$ cat config.mk
export PLATFORM = sky130hd
export DESIGN_NAME = systolic_feeder
export DESIGN_NICKNAME = d
export VERILOG_FILES = /design/src/rtl/systolic_feeder.sv
export SDC_FILE = /design/constraint.sdc
export NUM_CORES = 1
export LEC_CHECK = 0
export ABC_AREA = 1
export CORE_ASPECT_RATIO = 1.4
export CORE_MARGIN = 1
export CORE_UTILIZATION = 35
export CTS_CLUSTER_SIZE = 16
export DETAILED_ROUTE_END_ITERATION = 10
export HOLD_SLACK_MARGIN = 0.05
export PLACE_DENSITY = 0.52
export SYNTH_ARGS = -nofsm -noshare
export SYNTH_HDL_FRONTEND = slang
export SYNTH_SLANG_ARGS = --single-unit
$ cat constraint.sdc
create_clock -name clk -period 4.3 [get_ports clk]
set_input_delay 0.86 -clock clk [delete_from_list [all_inputs] [get_ports clk]]
set_output_delay 0.86 -clock clk [all_outputs]
set_load 0.05 [all_outputs]
$ cat src/rtl/systolic_feeder.sv
// Operand sequencer for an NxN systolic array: buffers A and B, then streams
// them diagonally skewed so A[r][k] and B[k][c] meet in PE(r,c) on the same cycle.
module systolic_feeder #(
  parameter int unsigned DATA_WIDTH = 8,
  parameter int unsigned N          = 4
) (
  input  logic                       clk,
  input  logic                       rst_n,
  input  logic                       wr_en,
  input  logic                       wr_sel,
  input  logic [3:0]                 wr_addr,
  input  logic [DATA_WIDTH-1:0]      wr_data,
  input  logic                       start,
  output logic [DATA_WIDTH*N-1:0]    a_out,
  output logic [DATA_WIDTH*N-1:0]    b_out,
  output logic                       we_out,
  output logic                       busy,
  output logic                       done
);

  localparam int unsigned CELLS   = N * N;
  localparam int unsigned ADDR_W  = (CELLS > 1) ? $clog2(CELLS) : 1;
  localparam int unsigned CNT_W   = $clog2(3 * N);
  localparam int unsigned LANES_W = DATA_WIDTH * N;
  localparam logic [CNT_W-1:0] LAST_T = CNT_W'(3 * N - 3);

  localparam logic [1:0] S_IDLE = 2'd0;
  localparam logic [1:0] S_RUN  = 2'd1;
  localparam logic [1:0] S_DONE = 2'd2;

  logic [1:0]            state;
  logic [1:0]            state_nxt;
  logic [CNT_W-1:0]      t;
  logic [CNT_W-1:0]      t_nxt;

  logic [DATA_WIDTH-1:0] a_buf [CELLS];
  logic [DATA_WIDTH-1:0] b_buf [CELLS];
  logic [DATA_WIDTH-1:0] a_eff [CELLS];
  logic [DATA_WIDTH-1:0] b_eff [CELLS];

  logic                  wr_ok_c;
  logic [LANES_W-1:0]    a_nxt;
  logic [LANES_W-1:0]    b_nxt;
  logic                  we_nxt;
  logic                  busy_nxt;
  logic                  done_nxt;

  assign wr_ok_c = wr_en && (state != S_RUN) && (32'(wr_addr) < CELLS);

  // Write-forwarded view so a write coinciding with start feeds the new value on t=0
  always_comb begin
    a_eff = a_buf;
    b_eff = b_buf;
    if (wr_ok_c) begin
      if (wr_sel) b_eff[wr_addr] = wr_data;
      else        a_eff[wr_addr] = wr_data;
    end
  end

  // Operand buffers
  always_ff @(posedge clk or negedge rst_n) begin
    if (!rst_n) begin
      for (int i = 0; i < int'(CELLS); i++) begin
        a_buf[i] <= '0;
        b_buf[i] <= '0;
      end
    end else if (wr_ok_c) begin
      if (wr_sel) b_buf[wr_addr] <= wr_data;
      else        a_buf[wr_addr] <= wr_data;
    end
  end

  // Next state and next registered outputs (lanes are computed for the upcoming step)
  always_comb begin
    int k;
    state_nxt = state;
    t_nxt     = t;
    a_nxt     = '0;
    b_nxt     = '0;
    we_nxt    = 1'b0;
    busy_nxt  = 1'b0;
    done_nxt  = 1'b0;
    k         = 0;

    case (state)
      S_IDLE: begin
        if (start) begin
          state_nxt = S_RUN;
          t_nxt     = '0;
        end
      end
      S_RUN: begin
        if (t == LAST_T) begin
          state_nxt = S_DONE;
          t_nxt     = '0;
        end else begin
          t_nxt = t + CNT_W'(1);
        end
      end
      S_DONE: begin
        state_nxt = S_IDLE;
      end
      default: begin
        state_nxt = S_IDLE;
        t_nxt     = '0;
      end
    endcase

    if (state_nxt == S_RUN) begin
      we_nxt   = 1'b1;
      busy_nxt = 1'b1;
      for (int r = 0; r < int'(N); r++) begin
        k = int'(t_nxt) - r;
        if (k >= 0 && k < int'(N))
          a_nxt[r*DATA_WIDTH +: DATA_WIDTH] = a_eff[ADDR_W'(r * int'(N) + k)];
      end
      for (int c = 0; c < int'(N); c++) begin
        k = int'(t_nxt) - c;
        if (k >= 0 && k < int'(N))
          b_nxt[c*DATA_WIDTH +: DATA_WIDTH] = b_eff[ADDR_W'(k * int'(N) + c)];
      end
    end

    if (state_nxt == S_DONE) done_nxt = 1'b1;
  end

  // State and output registers
  always_ff @(posedge clk or negedge rst_n) begin
    if (!rst_n) begin
      state  <= S_IDLE;
      t      <= '0;
      a_out  <= '0;
      b_out  <= '0;
      we_out <= 1'b0;
      busy   <= 1'b0;
      done   <= 1'b0;
    end else begin
      state  <= state_nxt;
      t      <= t_nxt;
      a_out  <= a_nxt;
      b_out  <= b_nxt;
      we_out <= we_nxt;
      busy   <= busy_nxt;
      done   <= done_nxt;
    end
  end

endmodule

==> metrics.yaml <==
outcome: "finished, final reports clean"
synth-edff-count: 0
port_buffers: 83
crit_fanout: 9
wl_met2_mm: 29.98
fmax_ghz: 0.3007
fin_util: 0.4173
cp-start-kind: "input pin"
slew_headroom: 0.4452
fin_nets: 2465
synth-async-reset-ratio: 1.000
timing.rr.end: "b_out[12]"
synth.area.top_cells: "dfrtp_1 (48%), nand2_1 (17%), nand3_1 (13%)"
r2r_slack_ps: 1140
grtUsageTotal: 0.2504
m1WireLength_mm: 25.16
cts_resized: 0
fillers: 4928
setup_violations: 0
post-dp-hpwl_mm: 42.05
die-height_um: 264.7
tns_ps: 0
dr_wl_met3_mm: 3.150
tightest_slew_ps: 829.2
crit_end: "b_out[12]"
numCtsBuffers: 37
via_per_inst: 5.255
arrival_ps: 3780
gr-total-overflow: 0
core_area_um2: 48380
area_growth_pct: 16.97
first_iter_violations: 1486
first_global_vias: 15885
dieArea_um2: 50210
yosys.area_share.simple: 0.3783
synth_top_family_by_area: "simple AND/OR/NAND/NOR gates"
cts_tree: "built"
hold_buffers: 0
synthCells: 2375
yosys.area_share.xor_xnor: 0.001015
period_share: 0.7734
clkTransAtPathRegs_ps: 60
top_level_ports: 84
firstDrtPassIters: 8
maxCapViolCount: 0
die_x_um: 189.7
wl_per_cell_um: 20.01
cts_buffer_depth: 3
grt_max_degree: 118
grt_pass1_wl_mm: 95.30
yosys.area.top_type: "dfrtp_1"
dpl_worst_slack_ps: 394.2
start_util: 0.3567
drive_gt1_frac: 0.06902
layout_min_cycle_time_ps: 3325
final_antenna_net_count: 0
vias: 16253
top_layer_used: "met4"
synth_seq_area_share: 0.4756
cts-root-buf: "clkbuf_16"
ys_types: 30
holdWs_ps: 238.5
finalClockSkew_ps: 15.42
synth_area_um2: 17260
h-tree-depth: 2
drt-total-wl_mm: 61.88
fin_ws_ps: 974.5
rsz0062_at_grt: "no"
place.gp.congestion: 0.9402
ys_seq_elements: 328
r2r-start: "t[1]"
synth_top_area_share: 0.4756
grt_antenna_before_repair: 0
drc_errors: 0
fp-row-count: 95
synth_compound_area_frac: 0.05989
cts_setup_buffers: 0
slew_viol_final: 0
worstSetupStartpoint: "start"
numClockSinks: 328
synth_fa_ha_area_frac: 0.007250
end_kind: "flop"
clkLatencyLatePin_ps: 540
synth_fp_nets: 2402
diodes: 0
crit_type: "in2reg"
synthMuxAreaShare: 0.01392
crit_required_ps: 4750
ys.flop_type: "dfrtp_1"
hp-class: "in2async"
hold_viol: 0
r2r_cells: 18
yosys_warnings: 0
syn_area_per_cell_um2: 7.266
[how the worst min path moves through the flow]
stage | start | endpoint | depth (start not counted)
detailed placement | a_buf[119] | a_buf[119] | 2
global placement | a_buf[103] | a_buf[103] | 2
floorplan | a_buf[103] | a_buf[103] | 2
CTS | rst_n | a_buf[78] | 1
global route | rst_n | a_buf[74] | 1
finish | rst_n | a_buf[78] | 1
[cells in the final DEF (no fill, tap or decap), types with 9 or more instances in the layout]
cell type / n
nand3_1: 436
inv_1: 126
o21ai_0: 27
clkbuf_16: 37
ha_1: 9
buf_4: 64
nand2_1: 795
clkbuf_8: 9
clkbuf_1: 9
nor2_1: 237
clkdlybuf4s50_1: 82
nor2_2: 14
nor2_4: 11
mux2i_1: 24
dfrtp_1: 328
a21oi_1: 169
and2_1: 25
[stage by stage]
| step | cells | cell area, um2 |
|---|---|---|
| after CTS | 3093 | 20190 |
| after global routing | 3093 | 20190 |
| after floorplan | 2375 | 17260 |
| after detailed placement | 3029 | 18980 |
| final | 3093 | 20190 |
| after global placement | 3029 | 18980 |
[kinds of logic after synthesis]
| logic type | count (synthesis) |
|---|---|
| buf+inv | 270 |
| flops | 328 |
| fa+ha+maj | 10 |
| simple gates | 1537 |
| mux | 24 |
| xor+xnor | 2 |
| compound gates | 204 |
[per-layer routing]
metal / global-route usage / vias to the layer above
met5: 0 / -
met4: 0.1378 / 0
met3: 0.02807 / 138
met2: 0.4169 / 549
met1: 0.3158 / 7806
li1: - / 7760
[critical path, cell delays in order]
cell,delay (ps)
clkdlybuf4s50_1,490
inv_1,80
o21ai_1,380
nor2_1,80
nor2_1,180
buf_4,170
ha_1,140
nand3_1,130
nand3_1,120
nand3_1,80
inv_1,70
ha_1,140
nand2_1,50
inv_1,340
buf_4,260
nand2_1,60
a21oi_1,150
[cells in the mapped netlist, types with 2 or more instances]
library cell / instances
nor2_4: 11
inv_1: 128
dfrtp_1: 328
buf_2: 55
nor2_1: 237
o31ai_1: 2
nand4_1: 4
nor3_1: 8
clkbuf_1: 57
buf_1: 14
buf_4: 4
o21ai_0: 27
ha_1: 10
inv_2: 6
o21ai_1: 3
nand2_1: 796
clkinv_1: 5
nand2_2: 4
mux2i_1: 24
and2_1: 25
nand3_1: 437
nor2_2: 14
a21oi_1: 169
[layout make-up]
type | instances | area [um2] | share of cell area
clock inverters | 9 | 127.6 | 0.006322
clock buffers | 55 | 1084 | 0.05368
multi-input cells | 1777 | 7981 | 0.3954
repair buffers | 155 | 1476 | 0.07314
flip-flops and latches | 328 | 8208 | 0.4066
inverters | 139 | 521.8 | 0.02585
well taps | 630 | 788.3 | 0.03905
[sequential cells by signal, summed over array words and instances (netlist names)]
signal,flops
state,2
a_out,32
b_buf,128
t,4
busy,1
done,1
a_buf,128
b_out,32
Power is not shown: default switching activity piles up to over one toggle a cycle in this logic, so the estimate is an artifact.
